$ cat config.mk
export PLATFORM = sky130hd
export DESIGN_NAME = ifu_fetch_queue
export DESIGN_NICKNAME = d
export VERILOG_FILES = /design/src/rtl/ifu_fetch_queue.sv
export SDC_FILE = /design/constraint.sdc
export NUM_CORES = 1
export LEC_CHECK = 0
export BUFFER_PORTS_ARGS = -buffer_cell sky130_fd_sc_hd__buf_2
export CORE_MARGIN = 2
export CORE_UTILIZATION = 57
export DETAILED_ROUTE_END_ITERATION = 8
export GPL_ROUTABILITY_DRIVEN = 0
export PLACE_DENSITY_LB_ADDON = 0.3
export SETUP_SLACK_MARGIN = 0.3
export SLEW_MARGIN = 20
export SYNTH_ARGS = -nofsm -noshare
export SYNTH_HDL_FRONTEND = slang
export SYNTH_SLANG_ARGS = --single-unit
export TNS_END_PERCENT = 30
$ cat constraint.sdc
create_clock -name clock -period 3.04 [get_ports clock]
set_clock_uncertainty 0.05 [all_clocks]
set_input_delay 0.608 -clock clock [delete_from_list [all_inputs] [get_ports clock]]
set_output_delay 0.608 -clock clock [all_outputs]
set_load 0.02 [all_outputs]
$ cat src/rtl/ifu_fetch_queue.sv
`default_nettype none
// ============================================================================
// Module   : ifu_fetch_queue
// Purpose  : Instruction fetch unit front end. Generates fetch PCs with a
//            selectable static predictor and issues one outstanding request
//            at a time to the ICache. Fetched {pc, inst} pairs are buffered
//            in a QDEPTH-entry queue ahead of the decode stage. Jump and
//            CSR/trap redirects toggle an epoch bit so that responses still
//            in flight are discarded when they return.
// Ports    : clock, reset (async, active-low)
//            req_valid/req_ready/req_addr    - ICache request handshake
//            resp_valid/resp_inst            - ICache response (1-cycle pulse)
//            jump_flush/jump_dnpc            - EXU redirect
//            cs_flush/cs_dnpc                - CSR/trap redirect (wins over jump)
//            out_valid/out_ready/out_pc/out_inst - queue head towards IDU
//            q_count                         - queue occupancy
//            perf_fetch/perf_drop            - performance counters
// Options  : `define IFU_QUEUE_PERF_EN to build the saturating perf counters;
//            otherwise both perf outputs are tied to zero.
// Revision : 1.0 - initial release
// ============================================================================
module ifu_fetch_queue #(
  parameter int unsigned QDEPTH   = 4,
  parameter logic [31:0] RESET_PC = 32'h3000_0000,
  parameter int unsigned BP_MODE  = 1
) (
  input  logic                     clock,
  input  logic                     reset,
  output logic                     req_valid,
  input  logic                     req_ready,
  output logic [31:0]              req_addr,
  input  logic                     resp_valid,
  input  logic [31:0]              resp_inst,
  input  logic                     jump_flush,
  input  logic [31:0]              jump_dnpc,
  input  logic                     cs_flush,
  input  logic [31:0]              cs_dnpc,
  output logic                     out_valid,
  input  logic                     out_ready,
  output logic [31:0]              out_pc,
  output logic [31:0]              out_inst,
  output logic [$clog2(QDEPTH):0]  q_count,
  output logic [31:0]              perf_fetch,
  output logic [31:0]              perf_drop
);

  localparam int unsigned AW      = $clog2(QDEPTH);
  localparam int unsigned PW      = AW + 1;
  localparam logic [PW:0] DEPTH_W = (PW+1)'(QDEPTH);

  typedef enum logic [1:0] {
    IDLE  = 2'd0,
    REQ   = 2'd1,
    WAIT  = 2'd2,
    STALL = 2'd3
  } state_t;

  state_t        state, state_nxt;
  logic [31:0]   fetch_pc;
  logic          epoch;
  logic          req_epoch;
  logic          outstanding;
  logic [PW-1:0] wptr, rptr;
  logic [31:0]   pc_mem   [QDEPTH];
  logic [31:0]   inst_mem [QDEPTH];

  logic          flush;
  logic [31:0]   dnpc;
  logic          empty;
  logic          pop;
  logic          accept;
  logic          resp_fire;
  logic          push;
  logic          outstanding_nxt;
  logic [PW:0]   occupancy;
  logic          room;
  logic          is_system;
  logic [31:0]   incr;

  assign flush     = jump_flush | cs_flush;
  assign dnpc      = cs_flush ? cs_dnpc : jump_dnpc;

  assign q_count   = wptr - rptr;
  assign empty     = (wptr == rptr);
  assign out_valid = ~empty & ~flush;
  assign pop       = out_valid & out_ready;
  assign out_pc    = pc_mem[rptr[AW-1:0]];
  assign out_inst  = inst_mem[rptr[AW-1:0]];

  assign req_valid = (state == REQ);
  assign req_addr  = fetch_pc;
  assign accept    = (state == REQ) & req_ready;

  // A response is only meaningful while a request is outstanding; it is kept
  // only if it belongs to the current epoch and no redirect is in progress.
  assign resp_fire = resp_valid & outstanding;
  assign push      = resp_fire & (req_epoch == epoch) & ~flush;
  assign is_system = (resp_inst[6:2] == 5'b11100);

  assign outstanding_nxt = accept | (outstanding & ~resp_valid);

  // Slots already holding data plus the one reserved by an in-flight request
  // must leave room, so a returning response can never overflow the queue.
  assign occupancy = {1'b0, q_count} + {{PW{1'b0}}, outstanding};
  assign room      = (occupancy < DEPTH_W);

  generate
    if (BP_MODE == 1) begin : g_bp_static
      logic [31:0] imm_b;
      logic [31:0] imm_j;
      assign imm_b = {{20{resp_inst[31]}}, resp_inst[7], resp_inst[30:25],
                      resp_inst[11:8], 1'b0};
      assign imm_j = {{12{resp_inst[31]}}, resp_inst[19:12], resp_inst[20],
                      resp_inst[30:21], 1'b0};
      always_comb begin
        incr = 32'd4;
        // Backward conditional branches are predicted taken; JAL always.
        if (resp_inst[6:2] == 5'b11000 && resp_inst[31]) begin
          incr = imm_b;
        end else if (resp_inst[6:2] == 5'b11011) begin
          incr = imm_j;
        end
      end
    end else begin : g_bp_seq
      assign incr = 32'd4;
    end
  endgenerate

  always_comb begin
    state_nxt = state;
    if (flush) begin
      // Keep waiting if a request (including one accepted right now) still
      // owes a response, so that response is consumed and discarded.
      state_nxt = outstanding_nxt ? WAIT : IDLE;
    end else begin
      case (state)
        IDLE:    if (room) state_nxt = REQ;
        REQ:     if (req_ready) state_nxt = WAIT;
        WAIT:    if (resp_fire) state_nxt = (push & is_system) ? STALL : IDLE;
        STALL:   state_nxt = STALL;
        default: state_nxt = IDLE;
      endcase
    end
  end

  always_ff @(posedge clock or negedge reset) begin
    if (!reset) begin
      state       <= IDLE;
      fetch_pc    <= RESET_PC;
      epoch       <= 1'b0;
      req_epoch   <= 1'b0;
      outstanding <= 1'b0;
      wptr        <= '0;
      rptr        <= '0;
      for (int i = 0; i < QDEPTH; i++) begin
        pc_mem[i]   <= '0;
        inst_mem[i] <= '0;
      end
    end else begin
      state       <= state_nxt;
      outstanding <= outstanding_nxt;
      if (accept) begin
        req_epoch <= epoch;
      end
      if (flush) begin
        epoch    <= ~epoch;
        fetch_pc <= dnpc;
        rptr     <= wptr;
      end else begin
        if (push) begin
          pc_mem[wptr[AW-1:0]]   <= fetch_pc;
          inst_mem[wptr[AW-1:0]] <= resp_inst;
          wptr                   <= wptr + PW'(1);
          fetch_pc               <= fetch_pc + incr;
        end
        if (pop) begin
          rptr <= rptr + PW'(1);
        end
      end
    end
  end

`ifdef IFU_QUEUE_PERF_EN
  logic        drop;
  logic [31:0] fetch_cnt;
  logic [31:0] drop_cnt;

  assign drop = resp_fire & ~push;

  always_ff @(posedge clock or negedge reset) begin
    if (!reset) begin
      fetch_cnt <= '0;
      drop_cnt  <= '0;
    end else begin
      if (push && fetch_cnt != 32'hFFFF_FFFF) begin
        fetch_cnt <= fetch_cnt + 32'd1;
      end
      if (drop && drop_cnt != 32'hFFFF_FFFF) begin
        drop_cnt <= drop_cnt + 32'd1;
      end
    end
  end

  assign perf_fetch = fetch_cnt;
  assign perf_drop  = drop_cnt;
`else
  assign perf_fetch = '0;
  assign perf_drop  = '0;
`endif

endmodule
`default_nettype wire

Yosys cells after proc, flatten, opt, wreduce, memory -nomap -nowiden --
Index checks and enable logic that the tools add are counted.
Word-level totals: bits in registers 299, bits of input ports 103, output and inout port bits 165, word-level logic and storage cells 82
Operators by class: $add $sub $neg 5, $lt $le $gt $ge 4, equality and inequality tests 11, mux-type cells 24, bitwise operators 16, reduce and logical (&&, ||, !) cells 7
Operators by type and width (count):
- $mux W32 | 10
- $bwmux W128 | 2
- $bmux W32 S2 | 2
- $demux W32 S2 | 1
- $add A32 B32 Y32 | 1
- $eq A5 B5 Y1 const B | 3
- $mux W2 | 6
- $and A1 B1 Y1 | 8
- $pmux W2 S4 | 1
- $add A3 B1 Y3 const B | 2
- $ge A3 B3 Y1 const B | 2
- $mux W3 | 2
- $ne A3 B3 Y1 const B | 2
- $not A2 Y3 | 2
- $add A3 B1 Y4 | 1
- $eq A2 B2 Y1 const B | 2
- $lt A4 B3 Y1 const B | 1
- $not A1 Y1 | 4
- $reduce_bool A2 Y1 | 2
- $eq A3 B3 Y1 | 1
- $lt A3 B1 Y1 const B | 1
- $ne A3 B1 Y1 const B | 1
- $reduce_and A3 Y1 | 1
- $sub A3 B3 Y3 | 1
- other kinds (6) | 8

Longest topological paths before layout --
depth after elaboration 8, depth in mapped cells 16, mapped depth without buffers 15

Worst setup path after synthesis --
Ideal clock, no wire load.
kind input to register, start input resp_inst[6], end register fetch_pc[31] (netlist: req_addr[31]), library setup time 82 ps, arrival time 3508 ps, required time 2908 ps, setup slack -600 ps, stages on the path 14, path buffers 1, cell sequence nand2_1 -> nor3_1 -> and3b_1 -> buf_1 -> a22oi_1 -> fa_1 -> a21o_1 -> nand3_1 -> a21oi_2 -> o31ai_2 -> a211o_2 -> a21boi_2 -> or4_1 -> a31oi_1
On the way: cells in the longest elaborated chain, start to end 6, elaborated cells between the ends (all ways) 8, classes of those cells add/sub (1); eq/ne (2); mux (4); reduce/logical (1)
RTL lines:
- start: declaration | RTL line 33 | input logic [31:0] resp_inst,
- $eq A5 B5 Y1 (on tied branches) | RTL line 120, 118
- $mux W32 / $logic_and A1 B1 Y1 (equally long branches) | RTL line 120, 118
- $mux W32 * | RTL line 118 | if (resp_inst[6:2] == 5'b11000 && resp_inst[31]) begin
- $add A32 B32 Y32 * | RTL line 174 | fetch_pc <= fetch_pc + incr;
- $mux W32 * | RTL line 170 | if (push) begin
- $mux W32 * | RTL line 165 | if (flush) begin
- end signal: assignment | RTL line 167 | fetch_pc <= dnpc;
- end signal: assignment | RTL line 174
- end: declaration | RTL line 59 | logic [31:0] fetch_pc;
Every way passes the cells marked *; elsewhere a longest branch is shown, timed or not. The select of a mux whose other input is x is not followed. A chain may end at the register's enable or synchronous reset.

Final worst setup path --
Same ends and word-level chain as after synthesis.

==> reports/metrics.csv <==
stage;metric;value;unit
run_status;status;complete, but fails checks;
run_status;failing checks;hold timing, setup timing;
placed_design;port bufs;203;
sta;final setup margin;-0.1890;ns
run;maxcap violations;0;
clocking;Worst-path clk slew;0.07;ns
synth;top_reg_cell synth;dfrtp_1;
sta;final setup fails;6;
routing;first drt pass iteration count;5;
sta;hold slack;-0.02708;ns
routing;DR iter-0 viols;842;
global_route;GRT Util Overall;28.74;%
synth;Yosys cell types;66;
power;Reg power frac;38.2;%
power;total chip power;0.01318;W
finish;Seq. cell area;7490;um2
routing;final WL;41820;um
die;die height;169.7;um
global_route;pin count of the biggest net entering global routing;77;
routing;Vias;11432;
critical_path;CP startpoint kind;input pin;
power;combinational fraction of design power;30.9;%
global_route;first-pass GRT wire length;63930;um
routing;Final ANT Viol Nets;0;
clocking;H-Tree Depth;1;
synth;sequential area share after synthesis;47.85;%
die;die extent in x;169.7;um
sta;fin crit share;106.2;%
power;Lkg Pwr;10.20;nW
critical_path;r2r setup slk;0.22;ns
critical_path;crit path max fanout;7;
die;Core Area;26950;um2
synth;synthesized instance count;1239;
power;maximum VDD drop;0.5531;mV
sta;post-layout min period;3.229;ns
global_route;initial antenna violation count;3;
synth;area leader, netlist;dfrtp_1;
global_route;vias in the first global route;11762;
sta;Slew Viols, Final;0;
synth;Mean Syn Cell Area;12.62;um2
global_route;met2 usage;49.92;%
global_route;Most Used Layer, Global Route;met2;
clocking;clk sink count;299;
critical_path;Critical Path Sink Type;register;
global_route;met1 usage;36.39;%
global_route;GR Overflow Total;0;
routing;WL/cell;21.70;um
sta;fmax;309.7;MHz
sta;Fin. Hold Viols;14;
clocking;Post-CTS Hold Buffers;0;
finish;Final Core Density;73.88;%
power;Cell Int Power;0.009036;W
critical_path;Worst EP required;3.48;ns
global_route;met3 usage;5.084;%
die;Initial Util;58.04;%
clocking;cts bufs inserted;31;
die;row count;60;
critical_path;Crit Reg-Reg Endpoint;req_addr[31];
die;IO Count;268;
finish;highest-count cells in the layout ignoring fill and taps;295 x dfrtp_1, 249 x mux2_2, 170 x buf_2;
synth;Yosys reg bits;299;
synth;asr flop ratio synth;100.0;%
finish;area occupied by multi-input gates;8175;um2
finish;share of cells above drive strength 1;52.56;%
sta;Slew @ Worst Pin;0.6240;ns
power;sw frac;31.42;%
sta;unrepaired setup endpoints after global routing;yes;
routing;# DRC;0;
synth;post-synth top area share;47.52;%
finish;Area Overhead vs Synth;27.30;%
critical_path;r2r startpoint;req_addr[1];
power;P_sw;0.004141;W
sta;slew margin rel.;58.40;%
hold_path;worst hold path class;in2async;
finish;Layout Nets;1704;
clocking;CTS Root Cell;clkbuf_16;
clocking;CTS max path bufs;3;
critical_path;worst r2r path cells;10;
routing;vias per cell;5.933;
power;power per cell area;661.8;nW/um2
synth;Mapped Area;15640;um2
placed_design;HPWL after DPL;27560;um
power;Clk pwr share;30.9;%
finish;commonest non-fill, non-tap cell in the layout;dfrtp_1;
critical_path;critical path type;in2reg;
critical_path;CP arrival;3.67;ns
finish;fillers;1751;
synth;EDFF count, synth;0;
synth;Area contributors post-synth;dfrtp_1 48%, mux2_2 18%, mux4_2 9.2%;
clocking;CTS tree;done;
clocking;Clock Latency Late Sink;0.57;ns
synth;Synth Warn #;0;
die;DIE AREA;28780;um2
==> Yosys cell counts (15+ instances only) <==
library cell,number
mux4_2,64
xnor2_1,18
nand2_1,77
dfrtp_1,297
a21o_1,29
o21ai_0,47
buf_4,64
mux2_2,249
nor2_1,44
buf_2,16
clkbuf_1,46
inv_1,15
a21oi_1,62
ha_1,39
==> cell type report <==
type / instances / area share [%]
diodes: 1 / 0.01257
repair buffers: 363 / 13.31
flip-flops and latches: 299 / 37.61
inverters: 16 / 0.3645
clock buffers: 38 / 4.179
well taps: 341 / 2.143
multi-input cells: 849 / 41.06
clock inverters: 20 / 1.320
==> per-stage QoR <==
stage               cells  setup TNS (ns)  worst slack [ns]  area (um2)  hold WS [ns]
detailed placement   1835          -12.29           -0.7805       17890        0.4242
CTS                  1909         -0.1541          -0.08184       19390      0.005301
global placement     1835          -11.07           -0.7539       17890        0.4088
finish               1927         -0.5446           -0.1890       19910      -0.02708
floorplan            1302         -0.6986           -0.2920       16140        0.2624
global route         1926          -1.338           -0.2345       19910       0.01292
==> worst max-delay path, stage by stage <==
cell	delay [ns]
buf_8	0.11
nand2_8	0.06
nor3_4	0.03
and3b_2	0.25
or2_4	0.28
buf_6	0.13
buf_6	0.12
nand2_8	0.07
clkinv_8	0.08
ha_4	0.25
a21o_1	0.20
a21o_1	0.16
a21o_1	0.20
a21oi_2	0.18
o22a_2	0.22
a21boi_2	0.08
or4_4	0.47
a31oi_1	0.17
==> power by group through the flow <==
stage	registers, W	logic, W	clock network [W]
floorplan	0.00499	0.00247	0
global placement	0.00508	0.00346	0
detailed placement	0.00513	0.00354	0
CTS	0.00502	0.00378	0.00410
global route	0.00510	0.00435	0.00428
finish	0.00503	0.00408	0.00407
==> flip-flops by register name (all words and copies together) (netlist names) <==
signal / cells
rptr: 3
req_addr: 32
pc_mem: 128
req_epoch: 1
inst_mem: 128
epoch: 1
outstanding: 1
wptr: 3
state: 2
==> layer usage <==
| layer | up-vias | wire (um) |
|---|---|---|
| met2 | 405 | 21230 |
| met4 | 4 | 1565 |
| li1 | 5069 | - |
| met3 | 100 | 2528 |
| met5 | - | 19 |
| met1 | 5854 | 16480 |
==> how the worst max path moves through the flow <==
| stage | startpoint | end | slack (ns) | depth (start not counted) |
|---|---|---|---|---|
| global route | resp_inst[6] | req_addr[31] | -0.23 | 18 |
| detailed placement | resp_inst[5] | req_addr[23] | -0.78 | 14 |
| CTS | resp_inst[5] | req_addr[23] | -0.08 | 15 |
| finish | resp_inst[6] | req_addr[31] | -0.19 | 18 |
| global placement | resp_inst[5] | req_addr[23] | -0.75 | 14 |
| floorplan | resp_inst[6] | req_addr[23] | -0.29 | 14 |
==> timing repair <==
action | in CTS | in global routing
pin swaps | 40 | 45
resized for setup | 60 | 101
endpoints found under the setup margin | 89 | 69
setup buffers | 16 | 17
==> cell families after synthesis <==
family | synth area share [%]
xor+xnor | 1.568
flops | 47.85
compound gates | 8.383
mux | 27.85
simple gates | 5.592
other cells | 0.02398
fa+ha+maj | 3.376
buf+inv | 5.360
(Power assumes the default switching activity.)
